$ cat src/rtl/mii_tx_deframer_pkg.sv
// Shared types and constants for the MII TX nibble-to-byte deframer.
// Stats counters are present only when MII_TX_DEFRAMER_STATS_EN is defined.
package mii_tx_deframer_pkg;

  typedef enum logic [2:0] {
    ST_IDLE,
    ST_PRE,
    ST_LO,
    ST_HI,
    ST_DISC
  } state_e;

  localparam logic [3:0] PREAMBLE_NIBBLE = 4'h5;
  localparam logic [3:0] SFD_NIBBLE      = 4'hD;
  localparam logic [3:0] PRE_CNT_MAX     = 4'hF;
  localparam int         CNT_W           = 16;

  function automatic logic [3:0] sat_inc4(
    input logic [3:0] v
  );
    return (v == PRE_CNT_MAX) ? v : v + 4'd1;
  endfunction

endpackage

$ cat src/rtl/mii_tx_deframer_sat_counter.sv
// Saturating event counter for the deframer statistics.
// Only built when MII_TX_DEFRAMER_STATS_EN is defined.
`ifdef MII_TX_DEFRAMER_STATS_EN
module mii_tx_deframer_sat_counter
  import mii_tx_deframer_pkg::*;
#(
  parameter int W = CNT_W
) (
  input  logic         clk,
  input  logic         rst_n,
  input  logic         inc_i,
  output logic [W-1:0] cnt_o
);

  logic [W-1:0] cnt_q;
  logic [W-1:0] cnt_d;

  always_comb begin
    cnt_d = cnt_q;
    if (inc_i && (cnt_q != {W{1'b1}})) begin
      cnt_d = cnt_q + 1'b1;
    end
  end

  always_ff @(posedge clk or negedge rst_n) begin
    if (!rst_n) begin
      cnt_q <= '0;
    end else begin
      cnt_q <= cnt_d;
    end
  end

  assign cnt_o = cnt_q;

endmodule
`endif

$ cat src/rtl/mii_tx_deframer.sv
// MII TX deframer: preamble/SFD check, low-first nibble pairing, sof/eof.
// Optional MII_TX_DEFRAMER_STATS_EN adds frame_cnt and bad_cnt outputs.
module mii_tx_deframer
  import mii_tx_deframer_pkg::*;
#(
  parameter int MIN_PREAMBLE = 3
) (
  input  logic             clk,
  input  logic             rst_n,
  input  logic             ce,
  input  logic             enable,
  input  logic             err,
  input  logic [3:0]       data,
  output logic             out_valid,
  output logic [7:0]       out_data,
  output logic             out_sof,
  output logic             out_eof,
  output logic             out_err,
  output logic             pre_bad
`ifdef MII_TX_DEFRAMER_STATS_EN
  ,
  output logic [CNT_W-1:0] frame_cnt,
  output logic [CNT_W-1:0] bad_cnt
`endif
);

  localparam logic [3:0] MIN_CNT = 4'(MIN_PREAMBLE);

  state_e     state_q, state_d;
  logic [3:0] cnt_q, cnt_d;
  logic [3:0] lo_q, lo_d;
  logic       lo_err_q, lo_err_d;
  logic [7:0] pend_q, pend_d;
  logic       pend_err_q, pend_err_d;
  logic       pend_sof_q, pend_sof_d;
  logic       pend_vld_q, pend_vld_d;
  logic       sof_q, sof_d;
  logic       arm_q;
  logic       vld_q, vld_d;
  logic [7:0] odat_q, odat_d;
  logic       osof_q, osof_d;
  logic       oeof_q, oeof_d;
  logic       oerr_q, oerr_d;
  logic       bad_q, bad_d;
  logic       ce_ok;

  // First edge after reset release is swallowed so a coincident ce is ignored.
  assign ce_ok = ce & arm_q;

  always_comb begin
    state_d    = state_q;
    cnt_d      = cnt_q;
    lo_d       = lo_q;
    lo_err_d   = lo_err_q;
    pend_d     = pend_q;
    pend_err_d = pend_err_q;
    pend_sof_d = pend_sof_q;
    pend_vld_d = pend_vld_q;
    sof_d      = sof_q;
    vld_d      = 1'b0;
    odat_d     = odat_q;
    osof_d     = 1'b0;
    oeof_d     = 1'b0;
    oerr_d     = 1'b0;
    bad_d      = 1'b0;
    if (ce_ok) begin
      unique case (state_q)
        ST_IDLE: begin
          if (enable) begin
            if (data == PREAMBLE_NIBBLE) begin
              state_d = ST_PRE;
              cnt_d   = 4'd1;
            end else begin
              state_d = ST_DISC;
              bad_d   = 1'b1;
            end
          end
        end
        ST_PRE: begin
          if (!enable) begin
            state_d = ST_IDLE;
            bad_d   = 1'b1;
          end else if (err) begin
            state_d = ST_DISC;
            bad_d   = 1'b1;
          end else if (data == PREAMBLE_NIBBLE) begin
            cnt_d = sat_inc4(cnt_q);
          end else if (data == SFD_NIBBLE && cnt_q >= MIN_CNT) begin
            state_d    = ST_LO;
            sof_d      = 1'b1;
            pend_vld_d = 1'b0;
          end else begin
            state_d = ST_DISC;
            bad_d   = 1'b1;
          end
        end
        ST_LO: begin
          if (enable) begin
            lo_d     = data;
            lo_err_d = err;
            state_d  = ST_HI;
          end else begin
            state_d    = ST_IDLE;
            pend_vld_d = 1'b0;
            if (pend_vld_q) begin
              vld_d  = 1'b1;
              odat_d = pend_q;
              osof_d = pend_sof_q;
              oeof_d = 1'b1;
              oerr_d = pend_err_q;
            end else begin
              bad_d = 1'b1;
            end
          end
        end
        ST_HI: begin
          if (enable) begin
            if (pend_vld_q) begin
              vld_d  = 1'b1;
              odat_d = pend_q;
              osof_d = pend_sof_q;
              oerr_d = pend_err_q;
            end
            pend_d     = {data, lo_q};
            pend_err_d = lo_err_q | err;
            pend_sof_d = sof_q;
            pend_vld_d = 1'b1;
            sof_d      = 1'b0;
            state_d    = ST_LO;
          end else begin
            // Odd end: the half nibble is dropped and the last byte tainted.
            state_d    = ST_IDLE;
            pend_vld_d = 1'b0;
            if (pend_vld_q) begin
              vld_d  = 1'b1;
              odat_d = pend_q;
              osof_d = pend_sof_q;
              oeof_d = 1'b1;
              oerr_d = 1'b1;
            end else begin
              bad_d = 1'b1;
            end
          end
        end
        ST_DISC: begin
          if (!enable) begin
            state_d = ST_IDLE;
          end
        end
        default: state_d = ST_IDLE;
      endcase
    end
  end

  always_ff @(posedge clk or negedge rst_n) begin
    if (!rst_n) begin
      state_q    <= ST_IDLE;
      cnt_q      <= 4'd0;
      lo_q       <= 4'd0;
      lo_err_q   <= 1'b0;
      pend_q     <= 8'd0;
      pend_err_q <= 1'b0;
      pend_sof_q <= 1'b0;
      pend_vld_q <= 1'b0;
      sof_q      <= 1'b0;
      arm_q      <= 1'b0;
      vld_q      <= 1'b0;
      odat_q     <= 8'd0;
      osof_q     <= 1'b0;
      oeof_q     <= 1'b0;
      oerr_q     <= 1'b0;
      bad_q      <= 1'b0;
    end else begin
      state_q    <= state_d;
      cnt_q      <= cnt_d;
      lo_q       <= lo_d;
      lo_err_q   <= lo_err_d;
      pend_q     <= pend_d;
      pend_err_q <= pend_err_d;
      pend_sof_q <= pend_sof_d;
      pend_vld_q <= pend_vld_d;
      sof_q      <= sof_d;
      arm_q      <= 1'b1;
      vld_q      <= vld_d;
      odat_q     <= odat_d;
      osof_q     <= osof_d;
      oeof_q     <= oeof_d;
      oerr_q     <= oerr_d;
      bad_q      <= bad_d;
    end
  end

  assign out_valid = vld_q;
  assign out_data  = odat_q;
  assign out_sof   = osof_q;
  assign out_eof   = oeof_q;
  assign out_err   = oerr_q;
  assign pre_bad   = bad_q;

`ifdef MII_TX_DEFRAMER_STATS_EN
  logic good_eof;
  logic bad_evt;

  assign good_eof = vld_q & oeof_q & ~oerr_q;
  assign bad_evt  = bad_q | (vld_q & oeof_q & oerr_q);

  mii_tx_deframer_sat_counter #(
    .W(CNT_W)
  ) u_frame_cnt (
    .clk  (clk),
    .rst_n(rst_n),
    .inc_i(good_eof),
    .cnt_o(frame_cnt)
  );

  mii_tx_deframer_sat_counter #(
    .W(CNT_W)
  ) u_bad_cnt (
    .clk  (clk),
    .rst_n(rst_n),
    .inc_i(bad_evt),
    .cnt_o(bad_cnt)
  );
`endif

endmodule
$ cat config.mk
export PLATFORM = sky130hd
export DESIGN_NAME = mii_tx_deframer
export DESIGN_NICKNAME = d
export VERILOG_FILES = /design/src/rtl/mii_tx_deframer_pkg.sv /design/src/rtl/mii_tx_deframer_sat_counter.sv /design/src/rtl/mii_tx_deframer.sv
export SDC_FILE = /design/constraint.sdc
export NUM_CORES = 1
export LEC_CHECK = 0
export CORE_ASPECT_RATIO = 0.7
export CORE_MARGIN = 5
export CORE_UTILIZATION = 54
export DETAILED_ROUTE_END_ITERATION = 8
export HOLD_SLACK_MARGIN = 0.1
export PLACE_DENSITY_LB_ADDON = 0.1
export RECOVER_POWER = 100
export SLEW_MARGIN = 20
export SYNTH_ARGS = -nofsm -noshare
export SYNTH_HDL_FRONTEND = slang
export SYNTH_SLANG_ARGS = --single-unit
$ cat constraint.sdc
create_clock -name clk -period 2.1 [get_ports clk]
set_input_delay 0.42 -clock clk [delete_from_list [all_inputs] [get_ports clk]]
set_output_delay 0.42 -clock clk [all_outputs]
set_load 0.03 [all_outputs]
==> run_summary.xml <==
<?xml version="1.0" encoding="UTF-8"?>
<metrics>
  <group name="synthesis">
    <metric name="syn-instance-count" unit="">148</metric>
    <metric name="synthAdderAreaFrac" unit="%">0.717</metric>
    <metric name="yosys.area_share.xor_xnor" unit="%">0</metric>
    <metric name="synthTopCellsByArea" unit="">sky130_fd_sc_hd__dfrtp_1 55%, sky130_fd_sc_hd__mux2_2 15%, sky130_fd_sc_hd__a21oi_1 1.7%</metric>
    <metric name="synth_sequential_area_ratio" unit="%">54.5</metric>
    <metric name="number_of_enable_type_register_cells_in_the_synthesized_netlist" unit="">0</metric>
    <metric name="synth.net_count" unit="">158</metric>
    <metric name="yosysTopAreaCell" unit="">sky130_fd_sc_hd__dfrtp_1</metric>
    <metric name="most_numerous_cell_in_the_yosys_netlist" unit="">sky130_fd_sc_hd__dfrtp_1</metric>
    <metric name="synthArstFlopShare" unit="%">100</metric>
    <metric name="synth_compound_gate_area_share" unit="%">10.4</metric>
    <metric name="largest_family_of_logic_cells_by_synthesized_area" unit="">multiplexers</metric>
    <metric name="synth-seq-cells" unit="">38</metric>
    <metric name="synthFlopType" unit="">sky130_fd_sc_hd__dfrtp_1</metric>
    <metric name="muxShareOfSynthArea" unit="%">15.4</metric>
    <metric name="yosys_warnings" unit="">0</metric>
    <metric name="post-synth-top-area-fraction" unit="%">54.5</metric>
    <metric name="yosysUniqueCellTypes" unit="">48</metric>
    <metric name="postSynthAreaPerCell" unit="um^2">11.8</metric>
    <metric name="syn_area" unit="um^2">1740</metric>
    <metric name="post_synth_and_or_nand_nor_area_fraction" unit="%">14.6</metric>
    <metric name="synth_top_cells_by_count" unit="">38 x sky130_fd_sc_hd__dfrtp_1, 23 x sky130_fd_sc_hd__mux2_2, 8 x sky130_fd_sc_hd__nand2_1, 8 x sky130_fd_sc_hd__nor2_1</metric>
  </group>
  <group name="sta">
    <metric name="worst_case_setup_margin_in_the_final_layout" unit="ns">0.149</metric>
    <metric name="transition_time_at_the_pin_with_the_least_slew_margin" unit="ns">0.909</metric>
    <metric name="setup_repair_after_global_routing_missed_its_margin" unit="">no</metric>
    <metric name="layout_min_cycle_time" unit="ns">1.95</metric>
    <metric name="timing.fmax" unit="MHz">513</metric>
    <metric name="finalMaxSlewViolations" unit="">0</metric>
    <metric name="clock_skew" unit="ns">0.00584</metric>
    <metric name="hold-worst-slack" unit="ns">0.249</metric>
    <metric name="report.final.hold_viol_count" unit="">0</metric>
    <metric name="final-setup-viol-count" unit="">0</metric>
    <metric name="relSlewSlack" unit="%">39.4</metric>
    <metric name="tns" unit="ns">0</metric>
    <metric name="period_share" unit="%">92.9</metric>
  </group>
  <group name="global_route">
    <metric name="antenna_found_initial" unit="">0</metric>
    <metric name="grt_most_used_layer" unit="">met1</metric>
    <metric name="grt_max_degree" unit="">39</metric>
    <metric name="grt-ovfl-total" unit="">0</metric>
    <metric name="number_of_global_route_vias_before_repair" unit="">1225</metric>
    <metric name="grtUsageMet2" unit="%">24.4</metric>
    <metric name="gr-usage-met1" unit="%">25.4</metric>
    <metric name="globalRouteMet3Util" unit="%">5.05</metric>
    <metric name="wire_length_of_the_first_global_routing_pass" unit="um">6020</metric>
    <metric name="gr-usage-all-layers" unit="%">17.5</metric>
  </group>
  <group name="routing">
    <metric name="route.vias.total" unit="">1250</metric>
    <metric name="routed_length_per_placed_instance" unit="um">15.8</metric>
    <metric name="wl" unit="um">3460</metric>
    <metric name="detail_route.drc_violations" unit="">0</metric>
    <metric name="drt-vias-per-instance" unit="">5.71</metric>
    <metric name="first_pass_iteration_count_of_the_detailed_router" unit="">4</metric>
    <metric name="antenna_violating_nets_post_route" unit="">0</metric>
    <metric name="detail_route.iter0.violations" unit="">50</metric>
  </group>
  <group name="final_layout">
    <metric name="nets" unit="">191</metric>
    <metric name="diodes" unit="">0</metric>
    <metric name="final-seq-area" unit="um^2">951</metric>
    <metric name="fillCellCount" unit="">249</metric>
    <metric name="area.growth.synth_to_final" unit="%">21.8</metric>
    <metric name="multi_input_area" unit="um^2">717</metric>
    <metric name="fin_cells" unit="">219</metric>
    <metric name="final_layout_size_suffix_gt1_share" unit="%">26.0</metric>
  </group>
  <group name="floorplan">
    <metric name="floorplan.io_pins" unit="">22</metric>
    <metric name="num_rows" unit="">17</metric>
    <metric name="floorplan.die.height" unit="um">57.6</metric>
    <metric name="core_region_area" unit="um^2">3130</metric>
    <metric name="fp.dieArea" unit="um^2">4480</metric>
    <metric name="chipWidth" unit="um">77.9</metric>
    <metric name="initial_utilization" unit="%">55.8</metric>
  </group>
  <group name="clocking">
    <metric name="clk_path_buf_depth" unit="">2</metric>
    <metric name="clock-sinks" unit="">38</metric>
    <metric name="post_cts_buffers" unit="">0</metric>
    <metric name="cts_hold_buf" unit="">0</metric>
    <metric name="ctsRootBufferMaster" unit="">sky130_fd_sc_hd__clkbuf_8</metric>
    <metric name="numCtsBuffers" unit="">5</metric>
    <metric name="level_count_of_the_clock_h_tree" unit="">2</metric>
    <metric name="cts.clk_slew.worst_paths" unit="ns">0.07</metric>
    <metric name="worstSkewPairLatency" unit="ns">0.29</metric>
    <metric name="cts_tree" unit="">built</metric>
    <metric name="post_cts_resize_count" unit="">0</metric>
  </group>
  <group name="hold_path">
    <metric name="hold_crit_path_type" unit="">input port to asynchronous set/reset pin</metric>
  </group>
  <group name="critical_path">
    <metric name="start_kind" unit="">input port</metric>
    <metric name="setup.worst_path.end_class" unit="">flip-flop</metric>
    <metric name="crit_fanout" unit="">6</metric>
    <metric name="critical_path_class" unit="">input port to flip-flop</metric>
    <metric name="critical_path_required" unit="ns">2.27</metric>
    <metric name="critPathArrivalTime" unit="ns">2.12</metric>
  </group>
  <group name="placement">
    <metric name="post-dp-hpwl" unit="um">2550</metric>
    <metric name="dpl.cell_count" unit="">212</metric>
    <metric name="number_of_input_and_output_port_buffers_inserted" unit="">21</metric>
    <metric name="place_congestion" unit="">0.843</metric>
    <metric name="dp_slack" unit="ns">-0.106</metric>
  </group>
  <group name="power">
    <metric name="max-vdd-ir-drop" unit="uV">575</metric>
    <metric name="static-leakage-power" unit="nW">1.05</metric>
    <metric name="fin_total_pwr" unit="W">0.00138</metric>
    <metric name="power_density" unit="nW/um^2">650</metric>
  </group>
  <group name="status">
    <metric name="outcome" unit="">finished, final reports clean</metric>
  </group>
  <group name="run">
    <metric name="max-cap-violations" unit="">0</metric>
  </group>
</metrics>
-- final timing paths --
| path | depth (start not counted) | end | slack, ns | from |
|---|---|---|---|---|
| min | 1 | state_q[0] | 0.25 | rst_n |
| max reg2reg | 3 | cnt_q[0] | 0.34 | state_q[1] |
| max | 5 | cnt_q[0] | 0.15 | data[1] |
| max in group asynchronous | 1 | cnt_q[1] | 1.28 | rst_n |
| min in group clk | 2 | out_sof | 0.50 | pend_sof_q |
| min reg2reg | 2 | out_sof | 0.50 | pend_sof_q |
-- stage by stage --
stage                     utilization, %  instance area (um^2)
final                               67.9                  2120
after global routing                67.9                  2120
after CTS                           68.3                  2140
after detailed placement            65.8                  2060
after global placement              65.8                  2060
after floorplan                        -                  1740
-- flip-flops by register name, summed over array words and instances, names as in the netlist, 3 cells and up --
signal / cells
cnt_q: 4
lo_q: 4
out_data: 8
pend_q: 8
state_q: 3
-- final cells by class --
cell class,instances,area share (%)
Clock buffer,5,3.24
Clock inverter,2,0.471
Inverter,6,1.06
Multi-Input combinational cell,96,33.7
Sequential cell,38,44.8
Tap cell,38,2.24
Timing Repair Buffer,34,14.5
-- kinds of logic (layout without fill, tap and decap cells) --
kind of cell / after synthesis / after routing
mux: 24 / 24
fa+ha+maj: 1 / 1
buf+inv: 14 / 47
compound gates: 27 / 27
simple gates: 43 / 43
flops: 38 / 38
other cells: 1 / 1
-- critical path: stages --
cell and delay (ns):
sky130_fd_sc_hd__clkdlybuf4s50_1 0.47, sky130_fd_sc_hd__and4bb_1 0.45, sky130_fd_sc_hd__nand4_1 0.15, sky130_fd_sc_hd__or3_1 0.36
sky130_fd_sc_hd__mux2_2 0.27
-- metal layers --
metal	wire, um	vias up
met3	171	7
met1	1730	610
met5	0	-
met2	1500	31
met4	54	0
li1	-	602
-- cell usage in the layout, fill, tap and decap left out, types with 5 or more instances in the layout --
cell / synthesis / layout
sky130_fd_sc_hd__dfrtp_1: 38 / 38
sky130_fd_sc_hd__mux2_2: 23 / 23
sky130_fd_sc_hd__dlygate4sd3_1: 0 / 15
sky130_fd_sc_hd__buf_4: 1 / 9
sky130_fd_sc_hd__nand2_1: 8 / 8
sky130_fd_sc_hd__nor2_1: 8 / 8
sky130_fd_sc_hd__a21oi_1: 6 / 6
sky130_fd_sc_hd__inv_1: 6 / 6
sky130_fd_sc_hd__o21ai_0: 5 / 5
sky130_fd_sc_hd__clkbuf_8: 0 / 5
sky130_fd_sc_hd__clkdlybuf4s50_1: 0 / 5
-- power breakdown --
group | leakage [nW] | switching, W | internal, W
logic | 0.492 | 0.0000770 | 0.0000590
registers | 0.514 | 0.0000248 | 0.000753
clock network | 0.0438 | 0.000244 | 0.000223
(Power assumes the default switching activity.)
